[config.mk]
export PLATFORM = sky130hd
export DESIGN_NAME = wavetable_voice_mixer_flat
export DESIGN_NICKNAME = d
export VERILOG_FILES = /design/src/rtl/wavetable_voice_mixer_pkg.sv /design/src/rtl/wavetable_voice_mixer_if.sv /design/src/rtl/wavetable_voice_mixer_regs.sv /design/src/rtl/wavetable_voice_mixer.sv /design/src/flat_wrapper.sv
export SDC_FILE = /design/constraint.sdc
export NUM_CORES = 1
export LEC_CHECK = 0
export CORE_UTILIZATION = 55
export DETAILED_ROUTE_END_ITERATION = 12
export PLACE_DENSITY = 0.76
export SYNTH_ARGS = -nofsm -noshare
export SYNTH_HDL_FRONTEND = slang
export SYNTH_SLANG_ARGS = --single-unit
[constraint.sdc]
create_clock -name clk -period 5.9 [get_ports clk]
set_input_delay 0.59 -clock clk [delete_from_list [all_inputs] [get_ports clk]]
set_output_delay 0.59 -clock clk [all_outputs]
set_load 0.1 [all_outputs]
[src/rtl/wavetable_voice_mixer_pkg.sv]
// rtl/wavetable_voice_mixer_pkg.sv - shared FSM states, config select codes and clog2 helper
package wavetable_voice_mixer_pkg;

    typedef enum logic [1:0] {
        ST_IDLE  = 2'd0,
        ST_VOICE = 2'd1,
        ST_DONE  = 2'd2
    } state_t;

    localparam logic [1:0] CFG_INC  = 2'd0;
    localparam logic [1:0] CFG_VOL  = 2'd1;
    localparam logic [1:0] CFG_WAVE = 2'd2;
    localparam logic [1:0] CFG_EN   = 2'd3;

    function automatic int clog2(input int n);
        int r;
        r = 0;
        while ((1 << r) < n) r++;
        return r;
    endfunction

endpackage

[src/rtl/wavetable_voice_mixer_if.sv]
// rtl/wavetable_voice_mixer_if.sv - voice configuration write bus
interface wavetable_voice_mixer_if #(
    parameter int CV_W    = 1,
    parameter int PHASE_W = 16
);
    logic               cfg_we;
    logic [CV_W-1:0]    cfg_voice;
    logic [1:0]         cfg_sel;
    logic [PHASE_W-1:0] cfg_data;

    modport master (output cfg_we, output cfg_voice, output cfg_sel, output cfg_data);
    modport slave  (input  cfg_we, input  cfg_voice, input  cfg_sel, input  cfg_data);
endinterface

[src/rtl/wavetable_voice_mixer_regs.sv]
// rtl/wavetable_voice_mixer_regs.sv - per-voice register file with write decode and phase advance
module wavetable_voice_mixer_regs
    import wavetable_voice_mixer_pkg::*;
#(
    parameter int NUM_VOICES = 2,
    parameter int WSEL_W     = 2,
    parameter int PHASE_W    = 16,
    parameter int VOL_W      = 4,
    parameter int CV_W       = 1
) (
    input  logic                  clk,
    input  logic                  rst_n,
    wavetable_voice_mixer_if.slave cfg,
    input  logic [CV_W-1:0]       i_rd_voice,
    input  logic                  i_adv,
    output logic [PHASE_W-1:0]    o_phase,
    output logic [VOL_W-1:0]      o_vol,
    output logic [WSEL_W-1:0]     o_wave,
    output logic                  o_en
);

    logic [PHASE_W-1:0] r_inc   [NUM_VOICES];
    logic [PHASE_W-1:0] r_phase [NUM_VOICES];
    logic [VOL_W-1:0]   r_vol   [NUM_VOICES];
    logic [WSEL_W-1:0]  r_wave  [NUM_VOICES];
    logic               r_en    [NUM_VOICES];
    logic               w_wr_ok;

    assign w_wr_ok = cfg.cfg_we && (int'(cfg.cfg_voice) < NUM_VOICES);

    always_ff @(posedge clk) begin
        if (!rst_n) begin
            for (int i = 0; i < NUM_VOICES; i++) begin
                r_inc[i]   <= '0;
                r_phase[i] <= '0;
                r_vol[i]   <= '0;
                r_wave[i]  <= '0;
                r_en[i]    <= 1'b0;
            end
        end else begin
            if (i_adv)
                r_phase[i_rd_voice] <= r_phase[i_rd_voice] + r_inc[i_rd_voice];
            // A 0->1 enable retriggers from phase 0; advance cannot collide since the voice was off.
            if (w_wr_ok) begin
                case (cfg.cfg_sel)
                    CFG_INC:  r_inc[cfg.cfg_voice]  <= cfg.cfg_data;
                    CFG_VOL:  r_vol[cfg.cfg_voice]  <= cfg.cfg_data[VOL_W-1:0];
                    CFG_WAVE: r_wave[cfg.cfg_voice] <= cfg.cfg_data[WSEL_W-1:0];
                    default: begin
                        if (cfg.cfg_data[0] && !r_en[cfg.cfg_voice])
                            r_phase[cfg.cfg_voice] <= '0;
                        r_en[cfg.cfg_voice] <= cfg.cfg_data[0];
                    end
                endcase
            end
        end
    end

    assign o_phase = r_phase[i_rd_voice];
    assign o_vol   = r_vol[i_rd_voice];
    assign o_wave  = r_wave[i_rd_voice];
    assign o_en    = r_en[i_rd_voice];

endmodule

[src/rtl/wavetable_voice_mixer.sv]
// rtl/wavetable_voice_mixer.sv - time-multiplexed wavetable voices mixed into one sample per tick
module wavetable_voice_mixer
    import wavetable_voice_mixer_pkg::*;
#(
    parameter int NUM_VOICES = 2,
    parameter int ROM_AW     = 4,
    parameter int WSEL_W     = 2,
    parameter int SAMPLE_W   = 8,
    parameter int PHASE_W    = 16,
    parameter int VOL_W      = 4,
    parameter int OUT_W      = 16
) (
    input  logic                      clk,
    input  logic                      rst_n,
    input  logic                      i_sample_tick,
    wavetable_voice_mixer_if.slave    cfg,
    output logic [WSEL_W+ROM_AW-1:0]  o_rom_addr,
    input  logic [SAMPLE_W-1:0]       i_rom_data,
    output logic [OUT_W-1:0]          o_sample_out,
    output logic                      o_sample_valid,
    output logic                      o_busy,
    output logic                      o_overrun
);

    localparam int CV_W   = (clog2(NUM_VOICES) > 0) ? clog2(NUM_VOICES) : 1;
    localparam int PROD_W = SAMPLE_W + VOL_W;
    localparam int ACC_W  = PROD_W + clog2(NUM_VOICES);
    localparam logic [CV_W-1:0] LAST_VOICE = CV_W'(NUM_VOICES - 1);

    state_t             r_state;
    state_t             w_state_next;
    logic [CV_W-1:0]    r_voice;
    logic [ACC_W-1:0]   r_acc;
    logic [OUT_W-1:0]   r_sample_out;
    logic               r_overrun;
    logic [PHASE_W-1:0] w_phase;
    logic [VOL_W-1:0]   w_vol;
    logic [WSEL_W-1:0]  w_wave;
    logic               w_en;
    logic               w_adv;
    logic [PROD_W-1:0]  w_prod;
    logic [ACC_W-1:0]   w_acc_next;
    logic [OUT_W-1:0]   w_scaled;

    wavetable_voice_mixer_regs #(
        .NUM_VOICES (NUM_VOICES),
        .WSEL_W     (WSEL_W),
        .PHASE_W    (PHASE_W),
        .VOL_W      (VOL_W),
        .CV_W       (CV_W)
    ) u_regs (
        .clk        (clk),
        .rst_n      (rst_n),
        .cfg        (cfg),
        .i_rd_voice (r_voice),
        .i_adv      (w_adv),
        .o_phase    (w_phase),
        .o_vol      (w_vol),
        .o_wave     (w_wave),
        .o_en       (w_en)
    );

    assign w_adv      = (r_state == ST_VOICE) && w_en;
    assign w_prod     = PROD_W'(i_rom_data) * PROD_W'(w_vol);
    assign w_acc_next = r_acc + (w_en ? ACC_W'(w_prod) : '0);

    // Left-justify the accumulator into the output word, or keep its top bits when wider.
    if (ACC_W <= OUT_W) begin : g_shift
        assign w_scaled = OUT_W'(w_acc_next) << (OUT_W - ACC_W);
    end else begin : g_trunc
        assign w_scaled = w_acc_next[ACC_W-1 -: OUT_W];
    end

    always_ff @(posedge clk) begin
        if (!rst_n) r_state <= ST_IDLE;
        else        r_state <= w_state_next;
    end

    always_comb begin
        w_state_next   = r_state;
        o_rom_addr     = '0;
        o_busy         = 1'b1;
        o_sample_valid = 1'b0;
        case (r_state)
            ST_IDLE: begin
                o_busy = 1'b0;
                if (i_sample_tick) w_state_next = ST_VOICE;
            end
            ST_VOICE: begin
                o_rom_addr = {w_wave, w_phase[PHASE_W-1 -: ROM_AW]};
                if (r_voice == LAST_VOICE) w_state_next = ST_DONE;
            end
            ST_DONE: begin
                o_sample_valid = 1'b1;
                w_state_next   = ST_IDLE;
            end
            default: w_state_next = ST_IDLE;
        endcase
    end

    always_ff @(posedge clk) begin
        if (!rst_n) begin
            r_voice      <= '0;
            r_acc        <= '0;
            r_sample_out <= '0;
            r_overrun    <= 1'b0;
        end else begin
            if (i_sample_tick && r_state != ST_IDLE) r_overrun <= 1'b1;
            case (r_state)
                ST_IDLE: begin
                    if (i_sample_tick) begin
                        r_acc   <= '0;
                        r_voice <= '0;
                    end
                end
                ST_VOICE: begin
                    r_acc   <= w_acc_next;
                    r_voice <= r_voice + CV_W'(1);
                    if (r_voice == LAST_VOICE) r_sample_out <= w_scaled;
                end
                default: ;
            endcase
        end
    end

    assign o_sample_out = r_sample_out;
    assign o_overrun    = r_overrun;

endmodule
[src/flat_wrapper.sv]
// flat-port wrapper written by rule: the top's interface ports become plain ports
module wavetable_voice_mixer_flat import wavetable_voice_mixer_pkg::*;
#(
    parameter int NUM_VOICES = 2,
    parameter int ROM_AW     = 4,
    parameter int WSEL_W     = 2,
    parameter int SAMPLE_W   = 8,
    parameter int PHASE_W    = 16,
    parameter int VOL_W      = 4,
    parameter int OUT_W      = 16
)
  (clk, rst_n, i_sample_tick, o_rom_addr, i_rom_data, o_sample_out, o_sample_valid, o_busy, o_overrun, cfg_cfg_we, cfg_cfg_voice, cfg_cfg_sel, cfg_cfg_data);
  wavetable_voice_mixer_if #(.PHASE_W(PHASE_W)) cfg_i ();
  input  logic clk;
  input  logic rst_n;
  input  logic i_sample_tick;
  output logic [WSEL_W+ROM_AW-1:0] o_rom_addr;
  input  logic [SAMPLE_W-1:0] i_rom_data;
  output logic [OUT_W-1:0] o_sample_out;
  output logic o_sample_valid;
  output logic o_busy;
  output logic o_overrun;
  input wire logic [$bits(cfg_i.cfg_we)-1:0] cfg_cfg_we;
  input wire logic [$bits(cfg_i.cfg_voice)-1:0] cfg_cfg_voice;
  input wire logic [$bits(cfg_i.cfg_sel)-1:0] cfg_cfg_sel;
  input wire logic [$bits(cfg_i.cfg_data)-1:0] cfg_cfg_data;
  assign cfg_i.cfg_we = cfg_cfg_we;
  assign cfg_i.cfg_voice = cfg_cfg_voice;
  assign cfg_i.cfg_sel = cfg_cfg_sel;
  assign cfg_i.cfg_data = cfg_cfg_data;
  wavetable_voice_mixer #(.NUM_VOICES(NUM_VOICES), .ROM_AW(ROM_AW), .WSEL_W(WSEL_W), .SAMPLE_W(SAMPLE_W), .PHASE_W(PHASE_W), .VOL_W(VOL_W), .OUT_W(OUT_W)) u_core (.clk(clk), .rst_n(rst_n), .i_sample_tick(i_sample_tick), .cfg(cfg_i), .o_rom_addr(o_rom_addr), .i_rom_data(i_rom_data), .o_sample_out(o_sample_out), .o_sample_valid(o_sample_valid), .o_busy(o_busy), .o_overrun(o_overrun));
endmodule
Word level (Yosys, flattened, before mapping)
Memories as Yosys holds them, arrays and structs flattened. A register that Yosys moved wholly into a read port is not among the register bits.
Cells that the tools add are included.
{"block": "word_totals", "in_bits": 31, "n_memories": 5, "reg_bits": 30, "ram_bits": 78, "word_cells": 102}
{"memory": "u_core.u_regs.r_inc", "words": 2, "word_bits": 16, "read_ports": 1, "rd_clocked_by_memory_dff": 1, "write_ports": 2, "line_no": "wavetable_voice_mixer_regs.sv:22", "source": "logic [PHASE_W-1:0] r_inc [NUM_VOICES];"}
{"memory": "u_core.u_regs.r_phase", "words": 2, "word_bits": 16, "read_ports": 1, "rd_clocked_by_memory_dff": 1, "write_ports": 2, "line_no": "wavetable_voice_mixer_regs.sv:23", "source": "logic [PHASE_W-1:0] r_phase [NUM_VOICES];"}
{"memory": "u_core.u_regs.r_vol", "words": 2, "word_bits": 4, "read_ports": 1, "rd_clocked_by_memory_dff": 1, "write_ports": 2, "line_no": "wavetable_voice_mixer_regs.sv:24", "source": "logic [VOL_W-1:0] r_vol [NUM_VOICES];"}
{"memory": "u_core.u_regs.r_wave", "words": 2, "word_bits": 2, "read_ports": 1, "rd_clocked_by_memory_dff": 1, "write_ports": 2, "line_no": "wavetable_voice_mixer_regs.sv:25", "source": "logic [WSEL_W-1:0] r_wave [NUM_VOICES];"}
{"memory": "u_core.u_regs.r_en", "words": 2, "word_bits": 1, "read_ports": 2, "rd_clocked_by_memory_dff": 1, "write_ports": 2, "line_no": "wavetable_voice_mixer_regs.sv:26", "source": "logic r_en [NUM_VOICES];"}
{"block": "classes", "muxes": 64, "reduce_logical": 18, "n_mul": 1, "n_eq_ne": 6, "n_addsub": 3}
{"op": "2-to-1 mux 1 bit", "n": 51}
{"op": "2-to-1 mux 16 bit", "n": 3}
{"op": "OR reduction 16 bit", "n": 3}
{"op": "one-hot mux 13 bit (2 select lines)", "n": 1}
{"op": "adder 16 bit", "n": 1}
{"op": "adder 13 bit", "n": 1}
{"op": "2-to-1 mux 13 bit", "n": 1}
{"op": "multiplier 8 x 4 -> 12 bit", "n": 1}
{"op": "2-to-1 mux 12 bit", "n": 1}
{"op": "2-to-1 mux 2 bit", "n": 3}
{"op": "2-to-1 mux 6 bit", "n": 1}
{"op": "AND reduction 2 bit", "n": 3}
{"op": "equality test 2 x 1 -> 1 bit (second input constant)", "n": 2}
{"op": "equality test 2 bit (second input constant)", "n": 2}
{"op": "logical NOT 2 bit", "n": 2}
{"op": "2-to-1 mux 4 bit", "n": 1}
{"op": "one-hot mux 2 bit (2 select lines)", "n": 1}
{"op": "nonzero test 2 bit", "n": 2}
{"op": "OR reduction 4 bit", "n": 1}
{"op": "logical AND 1 bit", "n": 3}
{"op": "OR reduction 3 bit", "n": 1}
{"op": "inequality test 2 x 1 -> 1 bit (second input constant)", "n": 1}
{"op": "inequality test 2 bit (second input constant)", "n": 1}
{"op": "one-hot mux 1 bit (2 select lines)", "n": 1}
{"op": "4 further kinds", "n": 4}

Depth between registers and ports, before layout
Gate-level depths: netlist of run 1.
An unclocked memory read counts as a cell.
{"block": "depth", "word_depth": 10, "ltp_mapped": 22, "depth_no_buf": 19}

By module
Synthesis of run 1 repeated with hierarchy kept, for this count alone.
{"block": "hier_totals", "cells_unflattened": 743, "area_unflattened_um2": 7040.5}
{"module": "wavetable_voice_mixer_regs", "area_each_um2": 4150.2, "cells_per_inst": 393, "n_inst": 1}
{"module": "wavetable_voice_mixer", "area_each_um2": 2890.3, "cells_per_inst": 350, "n_inst": 1}

Least setup slack after synthesis of run 1
Ideal clock, no wire load.
{"block": "synth_timing", "path_type": "reg-to-reg", "start": "register with a tool-made name", "end": "register u_core.r_acc[12]", "n_path_buf": 3, "setup_ns": 0.122, "arrival_ns": 4.936, "required_time_ns": 5.778, "stages_incl_launch_ff": 23, "path_slack_ns": 0.843, "cell_sequence": "dfxtp_1 -> buf_4 -> clkbuf_1 -> mux2i_1 -> nor2b_1 -> fa_1 -> inv_1 -> fa_1 -> inv_1 -> ha_1 -> a21oi_1 -> o21bai_1 -> a21oi_1 -> xor2_1 -> nor2_1 -> ha_1 -> buf_2 -> a21o_1 -> a21oi_1 -> o21bai_1 -> o41a_1 -> a21o_1 -> o311a_1"}
{"item": "to (signal assigned)", "line_no": "wavetable_voice_mixer.sv:117", "source": "r_acc <= w_acc_next;"}
{"item": "to (decl)", "line_no": "wavetable_voice_mixer.sv:33", "source": "logic [ACC_W-1:0] r_acc;"}

==> qor.txt, run 1 <==
Initial Util: 0.570
Vias per cell: 5.76
CTS tree: built
CP Class: reg -> reg
Hold wc startpoint: u_core.u_regs.r_phase[0][13]
Post-Synthesis Cells: 719
Htree depth: 3
Max Freq: 197 MHz
Sequential Power Share: 0.457
Post-synth EDFFs: 44
Routed wire length: 15100 microns
Antenna violations before repair: 0
Layout cells sized above 1: 0.0973
DR pass1 iterations: 4
Post_cts resized: 0
Placed cell area: 0.00757 sq mm
Worst-Margin Slew: 1.13 ns
Seq/Total Area, Yosys: 0.380
Power per cell area: 229 mW/mm^2
Average cell area after synthesis: 9.60 sq um
Fin. Hold Viols: 0
Switch share: 0.301
DRC viols: 0
Ranking of synthesized cells by area: edfxtp_1 19%, dfxtp_1 19%, ha_1 7.8%, mux2_2 5.2%, and2_1 4.7%
Final nets: 854
Post-synth top cells: 65 x dfxtp_1, 58 x nand2_1, 52 x and2_1, 48 x nor2_1, 47 x a21oi_1
Die Y: 114 microns
Worst Skew: 0.0112 ns
#FFs+latches synth: 109
Number of placement rows: 40
Reg2Reg Depth: 19
Status: completed
Largest net degree at the start of global routing: 39
DPL Wire Length: 11200 microns
Internal power: 1260 uW
Worst EP arrival: 5.32 ns
Die X: 114 microns
CP dominant cell by count: a21oi_1
Area growth syn-to-layout: 13.6%
Multi-input logic area: 0.00404 sq mm
HP Class: reg -> reg
Clk_lat worst skew: 0.35 ns
Clock Power Share: 0.317
Capture point of the worst reg-to-reg path: u_core.r_acc[12]
Worst Hold End: u_core.u_regs.r_phase[0][13]
Comb power frac: 0.226
Ys async rst share: 0
Fill cell count: 1060
Post-synth top area cell: edfxtp_1
Synth Flop Type: dfxtp_1
Vias in the first global route: 5344
Vias: 5409
Pins Over Slew Limit: 0
Core area: 0.0121 sq mm
Distinct cells, synth: 71
Minimum hold slack: 0.450 ns
Setup bufs post-CTS: 0
Clock sink total: 109
Min cycle time layout: 5.07 ns
Clock buffer count from CTS: 9
Setup_tns: 0 ns
Worst-path fanout max: 12
Number of inserted diodes: 0
RSZ-0062 raised after global routing: no
Crit-path max cell delay: 0.54 ns
WP data required: 6.15 ns
Iteration-0 DRC Markers: 319
Global-route wire length before repair: 25600 microns
VDD IR max: 0.000182 V
CP Launch Type: register
Crit path cell chain: mux2i_1 > buf_4 > nand2b_1 > fa_1 > inv_1 > fa_1 > ha_1 > a21o_1 > a21oi_1 > o21bai_1 > a2111oi_0 > or4_1 > a21oi_1 > ha_1 > nand4_1 > a21oi_1 > o41a_1 > nor2_1 > o311a_1
Wire per inst: 16.1 microns
Die ar.: 0.0130 sq mm
FF+latch area: 0.00262 sq mm
Slowest stage cell, crit path: fa_1
P_leak: 0.00316 uW
Max clock buf depth: 2
Cts hold-fix bufs: 0
Setup violations, final: 0
Clk slew on worst S/H paths: 0.08 ns
Share of the synthesized area in the top cell type: 0.191
Clock tree root buffer cell: clkbuf_16
Reg2Reg Setup Slack: 0.83 ns
Most common cell in the netlist: dfxtp_1
Ports: 56
Post-DRT Antenna Nets: 0
Mapped Area: 0.00690 sq mm
Hold Crit Depth: 2
Layout Cell Area excl Fill: 0.00784 sq mm
Switching power of the nets: 540 uW
Gpl congestion: 0.912
Number of synthesis warnings: 0
Critical Path Sink Type: register
All-Layer GR Usage: 0.250
Max_slew headroom: 0.243
PortBufs: 52
Remaining Overflow, GRT: 0
Max Cap Violations: 0
Fin crit share: 0.860
cell families after synthesis:
family | Yosys count | synth area share
xor gates and xnor gates | 24 | 0.0305
AOI/OAI and AO/OA | 155 | 0.153
muxes | 42 | 0.0667
adders and majority gates | 57 | 0.119
other | 1 | 0.000543
DFF | 109 | 0.380
buffers and inverters | 59 | 0.0364
and+or+nand+nor | 272 | 0.215
per-stage QoR:
stage / total power [uW] / setup WS, ns / std cells / utilization
after floorplan: 1140 / 0.843 / 721 / -
after global placement: 1230 / 0.676 / 923 / 0.625
after detailed placement: 1240 / 0.594 / 923 / 0.625
after CTS: 1800 / 0.775 / 939 / 0.647
after global routing: 1880 / 0.382 / 939 / 0.647
final: 1800 / 0.826 / 939 / 0.647
how the worst max path moves through the flow:
stage / cells after the start / endpoint / slack (ns)
floorplan: 22 / u_core.r_acc[12] / 0.84
global placement: 18 / u_core.r_acc[12] / 0.68
detailed placement: 18 / u_core.r_acc[12] / 0.59
CTS: 19 / u_core.r_acc[12] / 0.78
global route: 19 / u_core.r_acc[12] / 0.38
finish: 19 / u_core.r_acc[12] / 0.83
layout make-up:
type                       count  area share
clock buffer                  11      0.0297
sequential                   109       0.335
timing repair buffer          60      0.0740
multi-input combinational    553       0.515
clock inverter                 5     0.00431
tap                          168      0.0268
inverter                      33      0.0158
metal layers:
metal,routed length (microns),share of wire,GRT usage,vias up
met3,749,0.049,0.0457,27
li1,-,-,-,2665
met5,0,0,0,-
met4,345,0.023,0.107,0
met1,6890,0.45,0.323,2595
met2,7170,0.47,0.412,122
flip-flops by register name (all words and copies together), names as in the netlist, named ones only:
register,count
u_core.u_regs.r_inc,32
u_core.o_overrun,1
u_core.r_voice,1
u_core.r_state,2
u_core.u_regs.r_wave,4
u_core.o_sample_out,13
u_core.u_regs.r_en,2
u_core.r_acc,13
u_core.u_regs.r_phase,32
u_core.u_regs.r_vol,8
worst max-delay path: cells and delay by family, from the launching register on:
family	cells	cell delay [ns]
AND/OR/NAND/NOR	4	0.56
flip-flops	1	0.51
buffers and inverters	2	0.24
multiplexers	1	0.12
adder cells (fa/ha/maj)	4	1.73
AO/OA/AOI/OAI	8	1.81
placed cells by master, fill, tap and decap left out, types with 5 or more instances in the layout:
cell and n:
dfxtp_1 64, a21oi_1 47, buf_4 8, a22o_1 11
nand3_1 28, a22oi_1 6, nor3_1 7, nor2_1 48
xnor2_1 18, ha_1 43, fa_1 14, inv_1 32
nand2_1 58, nand4_1 7, o21bai_1 5, a21o_1 17
nand2b_1 10, mux2_2 32, a211oi_1 5, mux2i_1 10
xor2_1 6, nor2b_1 27, o21ai_0 20, o211ai_1 6
edfxtp_1 44, clkbuf_16 9, and2_1 52, or3_1 8
clkdlybuf4s50_1 52
power groups by stage:
stage                     Clock [uW]  Combinational (uW)  Sequential, uW
after global routing             607                 449             824
final                            569                 406             821
after floorplan                    0                 295             841
after global placement             0                 395             837
after detailed placement           0                 404             838
after CTS                        575                 407             821
Power figures use the tool's default switching activity.
==> run 2: changes to the inputs <==
--- a/config.mk
+++ b/config.mk
@@ -7,7 +7,9 @@
 export LEC_CHECK = 0
 export CORE_UTILIZATION = 55
 export DETAILED_ROUTE_END_ITERATION = 12
+export MAX_ROUTING_LAYER = met4
 export PLACE_DENSITY = 0.76
+export SLEW_MARGIN = 0
 export SYNTH_ARGS = -nofsm -noshare
 export SYNTH_HDL_FRONTEND = slang
 export SYNTH_SLANG_ARGS = --single-unit
==> qor.txt, run 2 (synthesis gave the netlist of run 1 again) <==
Most frequent cells in the layout: 64 x dfxtp_1, 58 x nand2_1, 52 x and2_1, 52 x clkdlybuf4s50_1, 48 x nor2_1
PortBufs: 52
Max Freq: 195 MHz
Number of placement rows: 40
Top Layer Used: met4
Layout cells sized above 1: 0.0984
Worst-path fanout max: 8
Power per cell area: 237 mW/mm^2
CP Launch Type: register
Largest registers: u_core.u_regs.r_inc x32, u_core.u_regs.r_phase x32
Crit path cell chain: mux2i_1 > buf_4 > nand2b_1 > fa_1 > inv_1 > fa_1 > ha_1 > a21o_1 > a21oi_1 > o21bai_1 > a2111oi_0 > or4_1 > a21oi_1 > ha_1 > nand4_1 > a21oi_1 > o41a_1 > nor2_1 > o311a_1
Top cell family by delay on the critical path: compound AO/OA/AOI/OAI gates
Met1 wire length: 6810 microns
Final nets: 855
Htree depth: 3
HP Class: reg -> reg
Clock sink total: 109
Die Y: 114 microns
Number of inserted diodes: 0
Crit-path max cell delay: 0.60 ns
Minimum hold slack: 0.453 ns
Setup violations, final: 0
Pins Over Slew Limit: 0
DRC viols: 0
Die ar.: 0.0130 sq mm
Post_cts resized: 0
Antenna violations before repair: 0
Global-route wire length before repair: 24700 microns
Gpl congestion: 0.917
Slowest stage cell, crit path: fa_1
Clk slew on worst S/H paths: 0.07 ns
Fin. Hold Viols: 0
Area growth syn-to-layout: 14.5%
Post-DRT Antenna Nets: 0
Vias in the first global route: 5215
Fill cell count: 1003
CP dominant cell by count: a21oi_1
P_leak: 0.00319 uW
CTS tree: built
All-Layer GR Usage: 0.250
Ports: 56
Setup_tns: 0 ns
Setup bufs post-CTS: 0
Die X: 114 microns
RSZ-0062 raised after global routing: no
Initial Util: 0.570
Core area: 0.0121 sq mm
Clk_lat worst skew: 0.35 ns
Cts hold-fix bufs: 0
CP Class: reg -> reg
Clock buffer count from CTS: 9
Most common cell after layout, fill and taps aside: dfxtp_1
DR pass1 iterations: 5
Vias per cell: 5.81
Wire per inst: 15.9 microns
Max Cap Violations: 0
Tot Pwr: 1880 uW
Largest net degree at the start of global routing: 40
Status: completed
Routed wire length: 14900 microns
DR WL met2: 6990 microns
Iteration-0 DRC Markers: 351
DPL Wire Length: 11000 microns
Max clock buf depth: 2
Worst-Margin Slew: 1.21 ns
Buffers plus inverters on the worst setup path: 2
WP data required: 6.14 ns
Fin crit share: 0.869
Worst Skew: 0.00565 ns
Min cycle time layout: 5.13 ns
Met3 routed WL: 745 microns
Vias: 5459
Worst EP arrival: 5.37 ns
Critical Path Sink Type: register
Remaining Overflow, GRT: 0
Clock tree root buffer cell: clkbuf_16
VDD IR max: 0.000177 V
Max_slew headroom: 0.190
==> run 2: changes by cell type in the layout (fill, tap and decap cells not counted), sizes merged <==
cell      delta
bufinv       +1
clkinv       -1
clkinvlp     -1
buf          +1
inv          -2
clkbuf       +3
==> run 2: path summary, 6_finish.rpt <==
check                                       startpoint                      to  slack (ns)  depth (start not counted)
worst min-delay path            u_core.o_sample_out[7]  u_core.o_sample_out[7]        0.45                          2
worst max register to register                register        u_core.r_acc[12]        0.77                         19
worst min register to register  u_core.o_sample_out[7]  u_core.o_sample_out[7]        0.45                          2
worst max-delay path                          register        u_core.r_acc[12]        0.77                         19
==> run 2: final cells by class <==
cell class,instances,area (sq um),share of cell area
well taps,168,210,0.0266
repair buffers,61,588,0.0744
clock buffers,14,287,0.0362
flip-flops and latches,109,2620,0.332
clock inverters,2,37.5,0.00475
multi-input cells,553,4040,0.511
inverters,33,124,0.0157
==> run 2: through the flow <==
stage / setup slack [ns] / instance area (sq um) / util / instances
after floorplan: 0.843 / 6910 / - / 721
after global placement: 0.660 / 7580 / 0.626 / 924
after detailed placement: 0.482 / 7580 / 0.626 / 924
after CTS: 0.817 / 7910 / 0.653 / 940
after global routing: 0.372 / 7910 / 0.653 / 940
final: 0.772 / 7910 / 0.653 / 940
==> run 2: routing by layer <==
metal / global-route usage / up-vias
li1: - / 2668
met1: 0.317 / 2594
met2: 0.399 / 169
met3: 0.0372 / 28
met4: 0.112 / 0
met5: - / -
==> run 2: report_power, final <==
part | switching [uW] | leakage, uW | internal (uW)
sequential | 11.5 | 0.000947 | 808
combinational | 248 | 0.00209 | 162
clock | 267 | 0.000153 | 381
total | 527 | 0.00319 | 1350
==> run 2: worst reg2reg max path: cells and delay by family (launching register included) <==
| kind | cells | cell delay [ns] |
|---|---|---|
| flops | 1 | 0.41 |
| simple gates | 4 | 0.58 |
| mux | 1 | 0.10 |
| compound gates | 8 | 1.92 |
| buf+inv | 2 | 0.25 |
| fa+ha+maj | 4 | 1.75 |
